`src/rtl/nco_pkg.sv`:
```
// -----------------------------------------------------------------------------
// nco_pkg
// Shared definitions for the quadrature NCO:
//   - quadrant encoding of the top two phase-address bits
//   - sample_peak(): peak amplitude of a signed sample of a given width
//   - lut_entry(): value of quarter-wave LUT entry i, used to build the ROM
//     and by any behavioural model of the oscillator
// -----------------------------------------------------------------------------
package nco_pkg;

  typedef logic [1:0] quad_t;

  localparam quad_t QUAD_0 = 2'd0;  // [0, 90) degrees
  localparam quad_t QUAD_1 = 2'd1;  // [90, 180)
  localparam quad_t QUAD_2 = 2'd2;  // [180, 270)
  localparam quad_t QUAD_3 = 2'd3;  // [270, 360)

  // Largest magnitude a signed sample may take; leaving -2^(w-1) unused
  // means negation of any table value can never overflow.
  function automatic int sample_peak(input int out_w);
    return (32'sd1 <<< (out_w - 32'sd1)) - 32'sd1;
  endfunction

  // Quarter-wave entry i for a full circle of 2^addr_w steps. The half-step
  // offset makes the table symmetric, so mirroring an index with ~idx lands
  // exactly on the reflected angle and no endpoint entry is needed.
  function automatic int lut_entry(input int i, input int addr_w, input int out_w);
    real ang;
    real val;
    ang = 2.0 * 3.14159265358979323846 * (real'(i) + 0.5) / real'(32'sd1 <<< addr_w);
    val = real'(sample_peak(out_w)) * $sin(ang);
    return $rtoi(val + 0.5);
  endfunction

endpackage

```
`src/rtl/quarter_sine_lut.sv`:
```
// -----------------------------------------------------------------------------
// quarter_sine_lut
// Quarter-wave sine ROM with two independent read ports. Block-ROM style:
// the read addresses are registered, then the read data is registered, so a
// value appears two edges after its address is presented.
//   clk, rst_n        clock, asynchronous active-low reset
//   addr_a, addr_b    quarter-wave index per port (ROM_ADDR_WIDTH-2 bits)
//   data_a, data_b    non-negative table magnitude per port
// -----------------------------------------------------------------------------
module quarter_sine_lut
  import nco_pkg::*;
#(
  parameter int ROM_ADDR_WIDTH = 10,
  parameter int OUTPUT_WIDTH   = 12
) (
  input  logic                      clk,
  input  logic                      rst_n,
  input  logic [ROM_ADDR_WIDTH-3:0] addr_a,
  input  logic [ROM_ADDR_WIDTH-3:0] addr_b,
  output logic [OUTPUT_WIDTH-1:0]   data_a,
  output logic [OUTPUT_WIDTH-1:0]   data_b
);

  localparam int IDX_W = ROM_ADDR_WIDTH - 2;
  localparam int DEPTH = 32'sd1 <<< IDX_W;

  logic [OUTPUT_WIDTH-1:0] rom_s [DEPTH];

  logic [IDX_W-1:0]        addr_a_d, addr_a_q;
  logic [IDX_W-1:0]        addr_b_d, addr_b_q;
  logic [OUTPUT_WIDTH-1:0] data_a_d, data_a_q;
  logic [OUTPUT_WIDTH-1:0] data_b_d, data_b_q;

  // Table contents are elaboration-time constants.
  for (genvar g = 0; g < DEPTH; g++) begin : g_rom
    assign rom_s[g] = OUTPUT_WIDTH'(lut_entry(g, ROM_ADDR_WIDTH, OUTPUT_WIDTH));
  end

  // Next-state for the address and data registers of both ports
  always_comb begin
    addr_a_d = addr_a;
    addr_b_d = addr_b;
    data_a_d = rom_s[addr_a_q];
    data_b_d = rom_s[addr_b_q];
  end

  // Address and data registers of both read ports
  always_ff @(posedge clk or negedge rst_n) begin
    if (!rst_n) begin
      addr_a_q <= {IDX_W{1'b0}};
      addr_b_q <= {IDX_W{1'b0}};
      data_a_q <= {OUTPUT_WIDTH{1'b0}};
      data_b_q <= {OUTPUT_WIDTH{1'b0}};
    end else begin
      addr_a_q <= addr_a_d;
      addr_b_q <= addr_b_d;
      data_a_q <= data_a_d;
      data_b_q <= data_b_d;
    end
  end

  assign data_a = data_a_q;
  assign data_b = data_b_q;

endmodule

```
`src/rtl/nco_iq.sv`:
```
// -----------------------------------------------------------------------------
// nco_iq
// Quadrature NCO: phase accumulator with programmable frequency word and
// phase offset, quarter-wave LUT lookup with quadrant mirroring, producing
// signed cosine (I) and sine (Q) samples three edges after launch.
//   clk, rst_n            clock, asynchronous active-low reset
//   en                    each edge with en=1 advances phase, launches a sample
//   phase_clr             synchronous accumulator clear
//   cfg_valid/cfg_ready   configuration handshake
//   cfg_fcw, cfg_poff     new frequency word and phase offset
//   cfg_restart           accepted config also clears the accumulator
//   out_valid             sample valid
//   cos_out, sin_out      signed I / Q samples (hold while out_valid=0)
// -----------------------------------------------------------------------------
module nco_iq
  import nco_pkg::*;
#(
  parameter int PHASE_WIDTH    = 32,
  parameter int ROM_ADDR_WIDTH = 10,
  parameter int OUTPUT_WIDTH   = 12
) (
  input  logic                           clk,
  input  logic                           rst_n,
  input  logic                           en,
  input  logic                           phase_clr,
  input  logic                           cfg_valid,
  output logic                           cfg_ready,
  input  logic [PHASE_WIDTH-1:0]         cfg_fcw,
  input  logic [PHASE_WIDTH-1:0]         cfg_poff,
  input  logic                           cfg_restart,
  output logic                           out_valid,
  output logic signed [OUTPUT_WIDTH-1:0] cos_out,
  output logic signed [OUTPUT_WIDTH-1:0] sin_out
);

  localparam int IDX_W = ROM_ADDR_WIDTH - 2;

  // Configuration and accumulator
  logic                   cfg_ready_d, cfg_ready_q;
  logic [PHASE_WIDTH-1:0] fcw_d, fcw_q;
  logic [PHASE_WIDTH-1:0] poff_d, poff_q;
  logic [PHASE_WIDTH-1:0] acc_d, acc_q;
  logic                   cfg_accept_s;
  logic [ROM_ADDR_WIDTH-1:0] phase_addr_s;

  // S1: sampled phase address
  logic [ROM_ADDR_WIDTH-1:0] addr1_d, addr1_q;
  logic                      v1_d, v1_q;

  // Quadrant decode of the S1 address
  quad_t            quad_s;
  logic [IDX_W-1:0] idx_s;
  logic [IDX_W-1:0] sin_idx_s, cos_idx_s;
  logic             sin_mirror_s, cos_mirror_s;
  logic             sin_neg_s, cos_neg_s;

  // S2: sign flags travel alongside the two-edge ROM read
  logic sneg_a_d, sneg_a_q, cneg_a_d, cneg_a_q, v2a_d, v2a_q;
  logic sneg_b_d, sneg_b_q, cneg_b_d, cneg_b_q, v2b_d, v2b_q;
  logic [OUTPUT_WIDTH-1:0] lut_sin_s, lut_cos_s;

  // S3: outputs
  logic signed [OUTPUT_WIDTH-1:0] sin_d, sin_q, cos_d, cos_q;
  logic                           out_valid_d, out_valid_q;

  assign cfg_accept_s = cfg_valid && cfg_ready_q;

  // Only the top ROM_ADDR_WIDTH bits of acc+poff address the table.
  assign phase_addr_s = ROM_ADDR_WIDTH'((acc_q + poff_q) >> (PHASE_WIDTH - ROM_ADDR_WIDTH));

  // Config registers, accumulator and S1 next-state
  always_comb begin
    cfg_ready_d = 1'b1;
    fcw_d       = fcw_q;
    poff_d      = poff_q;
    acc_d       = acc_q;
    addr1_d     = addr1_q;
    v1_d        = en;

    if (cfg_accept_s) begin
      fcw_d  = cfg_fcw;
      poff_d = cfg_poff;
    end else begin
      fcw_d  = fcw_q;
      poff_d = poff_q;
    end

    // A clear wins over the increment; the launched sample still uses the
    // pre-clear phase because addr1_d is formed from acc_q.
    if (phase_clr || (cfg_accept_s && cfg_restart)) begin
      acc_d = {PHASE_WIDTH{1'b0}};
    end else if (en) begin
      acc_d = acc_q + fcw_q;
    end else begin
      acc_d = acc_q;
    end

    if (en) begin
      addr1_d = phase_addr_s;
    end else begin
      addr1_d = addr1_q;
    end
  end

  // Config, accumulator and S1 registers
  always_ff @(posedge clk or negedge rst_n) begin
    if (!rst_n) begin
      cfg_ready_q <= 1'b0;
      fcw_q       <= {PHASE_WIDTH{1'b0}};
      poff_q      <= {PHASE_WIDTH{1'b0}};
      acc_q       <= {PHASE_WIDTH{1'b0}};
      addr1_q     <= {ROM_ADDR_WIDTH{1'b0}};
      v1_q        <= 1'b0;
    end else begin
      cfg_ready_q <= cfg_ready_d;
      fcw_q       <= fcw_d;
      poff_q      <= poff_d;
      acc_q       <= acc_d;
      addr1_q     <= addr1_d;
      v1_q        <= v1_d;
    end
  end

  assign quad_s = addr1_q[ROM_ADDR_WIDTH-1 -: 2];
  assign idx_s  = addr1_q[IDX_W-1:0];

  // Quadrant mirroring: cosine is the sine rule applied one quadrant ahead
  always_comb begin
    sin_mirror_s = 1'b0;
    sin_neg_s    = 1'b0;
    cos_mirror_s = 1'b1;
    cos_neg_s    = 1'b0;
    case (quad_s)
      QUAD_0: begin
        sin_mirror_s = 1'b0; sin_neg_s = 1'b0;
        cos_mirror_s = 1'b1; cos_neg_s = 1'b0;
      end
      QUAD_1: begin
        sin_mirror_s = 1'b1; sin_neg_s = 1'b0;
        cos_mirror_s = 1'b0; cos_neg_s = 1'b1;
      end
      QUAD_2: begin
        sin_mirror_s = 1'b0; sin_neg_s = 1'b1;
        cos_mirror_s = 1'b1; cos_neg_s = 1'b1;
      end
      QUAD_3: begin
        sin_mirror_s = 1'b1; sin_neg_s = 1'b1;
        cos_mirror_s = 1'b0; cos_neg_s = 1'b0;
      end
      default: begin
        sin_mirror_s = 1'b0; sin_neg_s = 1'b0;
        cos_mirror_s = 1'b1; cos_neg_s = 1'b0;
      end
    endcase
    sin_idx_s = sin_mirror_s ? ~idx_s : idx_s;
    cos_idx_s = cos_mirror_s ? ~idx_s : idx_s;
  end

  quarter_sine_lut #(
    .ROM_ADDR_WIDTH (ROM_ADDR_WIDTH),
    .OUTPUT_WIDTH   (OUTPUT_WIDTH)
  ) u_lut (
    .clk    (clk),
    .rst_n  (rst_n),
    .addr_a (sin_idx_s),
    .addr_b (cos_idx_s),
    .data_a (lut_sin_s),
    .data_b (lut_cos_s)
  );

  // S2 flag pipeline next-state and S3 sign application
  always_comb begin
    v2a_d       = v1_q;
    sneg_a_d    = sin_neg_s;
    cneg_a_d    = cos_neg_s;
    v2b_d       = v2a_q;
    sneg_b_d    = sneg_a_q;
    cneg_b_d    = cneg_a_q;
    out_valid_d = v2b_q;
    sin_d       = sin_q;
    cos_d       = cos_q;
    if (v2b_q) begin
      sin_d = sneg_b_q ? -$signed(lut_sin_s) : $signed(lut_sin_s);
      cos_d = cneg_b_q ? -$signed(lut_cos_s) : $signed(lut_cos_s);
    end else begin
      sin_d = sin_q;
      cos_d = cos_q;
    end
  end

  // S2 flag registers and S3 output registers
  always_ff @(posedge clk or negedge rst_n) begin
    if (!rst_n) begin
      v2a_q       <= 1'b0;
      sneg_a_q    <= 1'b0;
      cneg_a_q    <= 1'b0;
      v2b_q       <= 1'b0;
      sneg_b_q    <= 1'b0;
      cneg_b_q    <= 1'b0;
      out_valid_q <= 1'b0;
      sin_q       <= {OUTPUT_WIDTH{1'b0}};
      cos_q       <= {OUTPUT_WIDTH{1'b0}};
    end else begin
      v2a_q       <= v2a_d;
      sneg_a_q    <= sneg_a_d;
      cneg_a_q    <= cneg_a_d;
      v2b_q       <= v2b_d;
      sneg_b_q    <= sneg_b_d;
      cneg_b_q    <= cneg_b_d;
      out_valid_q <= out_valid_d;
      sin_q       <= sin_d;
      cos_q       <= cos_d;
    end
  end

  assign cfg_ready = cfg_ready_q;
  assign out_valid = out_valid_q;
  assign sin_out   = sin_q;
  assign cos_out   = cos_q;

endmodule

```
`config.mk`:
```
export PLATFORM = sky130hd
export DESIGN_NAME = nco_iq
export DESIGN_NICKNAME = d
export VERILOG_FILES = /design/src/rtl/nco_pkg.sv /design/src/rtl/quarter_sine_lut.sv /design/src/rtl/nco_iq.sv
export SDC_FILE = /design/constraint.sdc
export NUM_CORES = 1
export LEC_CHECK = 0
export ABC_AREA = 1
export CORE_MARGIN = 3
export CORE_UTILIZATION = 62
export DETAILED_ROUTE_END_ITERATION = 16
export GPL_TIMING_DRIVEN = 1
export PLACE_DENSITY = 0.92
export SETUP_SLACK_MARGIN = 0.05
export SLEW_MARGIN = 30
export SYNTH_ARGS = -nofsm -noshare
export SYNTH_HDL_FRONTEND = slang
export SYNTH_SLANG_ARGS = --single-unit
```
`constraint.sdc`:
```
create_clock -name clk -period 2.15 [get_ports clk]
set_input_delay 0.43 -clock clk [delete_from_list [all_inputs] [get_ports clk]]
set_output_delay 0.43 -clock clk [all_outputs]
set_load 0.03 [all_outputs]
```
# == Yosys cells after proc, flatten, opt, wreduce, memory -nomap -nowiden ==
# Memory sizes are Yosys's and may differ from the RTL's. A register that Yosys moved wholly into a read port is not among the register bits.
# Index checks and enable logic that the tools add are counted.
# classes
n_addsub,4
eq_ne,3
muxes,10
bitwise,3
n_reduce_logical,13
# ops
cell,n
$add A32 B32 Y32,2
$mux W32,2
$mux W12,2
$neg A12 Y12,2
$not A8 Y9,2
$mux W8,2
$reduce_or A2 Y1,6
$not A8 Y8,1
$pmux W1 S2,4
$eq A2 B2 Y1 const B,2
$eq A2 B1 Y1 const B,1
$logic_and A1 B1 Y1,2
$logic_not A1 Y1,2
$logic_not A2 Y1,1
$reduce_bool A2 Y1,1
$logic_or A1 B1 Y1,1
# word_totals
reg_bits,155
mem_bits_ro,6144
inputBits,70
n_memories,2
# mem_list
memory,words,word_bits,rd,rd_clocked_by_memory_dff,wr,line_no,text
(name not given),256,12,1,1,0,quarter_sine_lut.sv:43,data_a_d = rom_s[addr_a_q];
(name not given),256,12,1,1,0,quarter_sine_lut.sv:44,data_b_d = rom_s[addr_b_q];

# == Logic depth before layout (Yosys ltp) ==
# depth
depth_word,4
mapped_depth,15

# == Modules after synthesis ==
# Synthesis repeated with hierarchy kept, for this count alone.
# hier_totals
cells_unflattened,2763
area_unflattened_um2,16507.1
# modules_own_cells
module,instances,cells_per_inst,area_each_um2
nco_iq,1,1570,10074.7
quarter_sine_lut,1,1193,6432.4

# == Least setup slack after synthesis ==
# OpenSTA, ideal clock, no wires.
# synth_path
path_kind,reg-to-reg
start,register u_lut.addr_a_q[1]
end,register u_lut.data_a_q[4] (netlist: u_lut.data_a[4])
arrival_ns,1.873
t_required_ns,2.033
path_slack_ns,0.161
path_stages_with_launch,12
path_cell_list,dfrtp_1 > buf_2 > inv_1 > ha_1 > nand2_1 > inv_1 > o21ai_0 > nand3_1 > a21oi_1 > nand2_1 > nor2_1 > nor2_1
# synth_between
elab_chain_cells,1
# synth_lines
element,line_no,text
from (decl),quarter_sine_lut.sv:29,"logic [IDX_W-1:0] addr_a_d, addr_a_q;"
from (signal assigned),quarter_sine_lut.sv:50,addr_a_q <= {IDX_W{1'b0}};
from (signal assigned),quarter_sine_lut.sv:55,addr_a_q <= addr_a_d;
$not A8 Y9 (implied by the code),quarter_sine_lut.sv:43,
to (decl),quarter_sine_lut.sv:31,"logic [OUTPUT_WIDTH-1:0] data_a_d, data_a_q;"
# Every way passes these cells.
# A chain may end at the register's enable or synchronous reset.

# == Worst setup path after layout ==
# layout_path
start,register u_lut.addr_b_q[1]
end,register u_lut.data_b_q[6] (netlist: u_lut.data_b[6])
# layout_between
elab_chain_cells,1
# layout_lines
element,line_no,text
from (decl),quarter_sine_lut.sv:30,"logic [IDX_W-1:0] addr_b_d, addr_b_q;"
from (signal assigned),quarter_sine_lut.sv:51,addr_b_q <= {IDX_W{1'b0}};
from (signal assigned),quarter_sine_lut.sv:56,addr_b_q <= addr_b_d;
$not A8 Y9 (implied by the code),quarter_sine_lut.sv:44,
to (decl),quarter_sine_lut.sv:32,"logic [OUTPUT_WIDTH-1:0] data_b_d, data_b_q;"
# Every way passes these cells.

==> flow_summary.ini <==
[power]
pwr-share-seq = 0.199
cellInternalPower_mw = 11.7
max-vdd-ir-drop_v = 0.000766
power.share.switching = 0.546
p_leak_nw = 10.0
pwr-share-clk = 0.124
combPwrFrac = 0.676
powerDensity_mw_per_mm2 = 1410
switching_power_mw = 14.1

[floorplan]
start_util = 0.637
ios = 96
coreArea_mm2 = 0.0246
rows = 57
die_y_um = 165
die_area_mm2 = 0.0272
chipWidth_um = 165

[routing]
via_count = 18400
top_layer_used = met4
routedWlPerCell_um = 17.5
drt-initial-drc-count = 2662
dr_wl_met2_mm = 25.1
routed_wl_mm = 53.9
drtAntennaViolNets = 0
dr_wl_met3_mm = 5.69
met1_length_mm = 20.0
viasPerCell = 5.98
firstDrtPassIters = 7
drc_errors = 0

[setup_path]
crit_path_frequent_cell = nand2_1
worst_ep_required_time_ps = 2530
crit_slowest_cell = a21oi_1
critPathMaxFanout = 11
cp-end-kind = flip-flop
max_stage_delay_ps = 530
cp_top_family = simple AND/OR/NAND/NOR gates
start_kind = flip-flop
cp_cell_sequence = buf_4, nand2_1, a21oi_1, a21oi_1, nand2_1, o211ai_1, nand3_1, nand2_1, nand2_1
crit_buf_inv = 1
cp_data_arrival_time_ps = 2480
crit_type = reg2reg

[cells_and_area]
layout-drive-gt1-share = 0.0740
final_nets = 2909
nFillCells = 1928
area_growth_pct = 16.7
antenna_cells = 0
final_core_util = 0.744

[yosys]
synth-edff-count = 0
yosysMostFrequentCell = nand2_1
syn_area_mm2 = 0.0157
yosysSeqAreaShare = 0.282
ys_ff_latch = 177
syn_nets = 2784
syn-mean-instance-area_um2 = 5.99
synthDominantCellAreaShare = 0.282
ys_warn_count = 0
async_reset_ff_frac = 1.00
ys_types = 46
synth_cells = 2619
synth.largest_area_cell = dfrtp_1
synth_flop_cell = dfrtp_1
ys_top_cells_by_count = nand2_1 (1,075), inv_1 (312), nor2_1 (211)
synthTopCellsByArea = dfrtp_1 (28%), nand2_1 (26%), ha_1 (7.5%), inv_1 (7.5%), nand3_1 (6.4%)

[global_routing]
antenna_found_initial = 0
grt_usage = 0.388
grt_max_degree = 66
grt_overflow = 0
grt_pass1_wl_mm = 84.8
grt_pass1_vias = 17400

[timing]
tightestPinTransition_ps = 648
fin_crit_sh = 0.979
hold_viol = 0
finalSetupViolCount = 0
tns_ps = 0
fmax_mhz = 475
min_period_ps = 2110
rsz0062_at_grt = yes
skew_ps = 19.7
slew_violations = 0
slew_headroom = 0.568

[job]
cap_violations = 0

[clock_tree]
clock-root-buffer = clkbuf_16
cts_sinks = 177
clk_latency_ps = 450
path_clk_slew_ps = 70
cts_buffers = 17
cts_htree_levels = 4
cts_buffer_depth = 2
cts_tree = yes

[placed_design]
io_buffer_count = 95
gp_congestion = 1.12
dpl.hpwl_mm = 40.0

[status]
status = complete, no violations

[worst_hold_path]
min_path_type = reg2reg
path summary, 6_finish.rpt:
check / from / endpoint / slack (ps) / cells after the start
setup / recovery: u_lut.addr_b_q[1] / u_lut.data_b[6] / 40 / 9
hold / removal: v1_q / v2a_q / 370 / 0
setup reg to reg: u_lut.addr_b_q[1] / u_lut.data_b[6] / 40 / 9
hold reg to reg: v1_q / v2a_q / 370 / 0
max in group asynchronous: rst_n / poff_q[9] / 970 / 3
min in group asynchronous: rst_n / sin_out[6] / 550 / 2
per-stage QoR:
| step | setup WS [ps] | cell area (um^2) | std cells | power [mW] | hold slack (ps) |
|---|---|---|---|---|---|
| 2_1_floorplan | 161 | 15700 | 2619 | 15.9 | 134 |
| 3_3_place_gp | 128 | 17500 | 3044 | 21.3 | 335 |
| 3_5_place_dp | -10.8 | 17500 | 3044 | 21.4 | 336 |
| 4_1_cts | 55.6 | 18100 | 3077 | 24.7 | 366 |
| 5_1_grt | -19.6 | 18300 | 3081 | 27.4 | 371 |
| 6_report | 44.1 | 18300 | 3081 | 25.8 | 367 |
metal layers:
layer,global-route usage,vias up
met5,0,-
met4,0.206,0
met3,0.0715,318
met2,0.649,1283
met1,0.473,8264
li1,-,8551
area by class of cell:
type                       count  area, um^2  share of cell area
inverter                     326        1230              0.0670
sequential                   177        4430               0.242
clock buffer                  18         429              0.0234
tap                          324         405              0.0221
multi-input combinational   2030        9820               0.536
timing repair buffer         192        1830               0.100
clock inverter                14         163             0.00888
worst register-to-register path: stages (launching register included):
cell	delay, ps
dfrtp_1	410
buf_4	240
nand2_1	370
a21oi_1	530
a21oi_1	80
nand2_1	90
o211ai_1	80
nand3_1	120
nand2_1	60
nand2_1	60
layout by cell type (no fill, tap or decap), types with 83 or more instances in the layout:
cell type           n
nand2_1          1063
inv_1             307
nand3_1           200
nor2_1            196
dfrtp_1           176
o21ai_0           144
a21oi_1           121
clkdlybuf4s50_1    94
buf_4              84
ha_1               83
power by group through the flow:
stage	Clock [mW]	Sequential [mW]	Combinational, mW
finish	3.21	5.14	17.4
global route	3.36	5.20	18.9
CTS	3.21	5.08	16.4
detailed placement	0	5.14	16.3
global placement	0	5.08	16.2
floorplan	0	5.30	10.6
flip-flops by register name, summed over array words and instances (netlist names):
signal and cells:
cos_out 12, cneg_a_q 1, sneg_a_q 1, out_valid_d 1, u_lut.data_b 11, cfg_ready 1, out_valid 1, poff_q 32
sneg_b_q 1, fcw_q 32, cneg_b_q 1, v2a_q 1, u_lut.addr_a_q 8, u_lut.data_a 11, acc_q 32, v1_q 1
u_lut.addr_b_q 8, addr1_q 10, sin_out 12
kinds of logic after synthesis:
kind of cell             after synthesis  share of synthesized area
AO/OA/AOI/OAI                        349                      0.121
AND/OR/NAND/NOR                     1558                      0.400
buffers and inverters                412                      0.104
other                                  1                   0.000239
adder cells (fa/ha/maj)               95                     0.0763
flip-flops                           177                      0.282
XOR/XNOR                              27                     0.0151
timing repair:
action | 4_1_cts | 5_1_grt
hold endpoints to repair | 23 | 0
hold buffers | 1 | 0
pin swaps | 0 | 4
setup endpoints to repair | 4 | 34
buffers inserted | 0 | 4
gates resized for setup | 3 | 55
No activity file was read; power rests on OpenSTA's default activity.
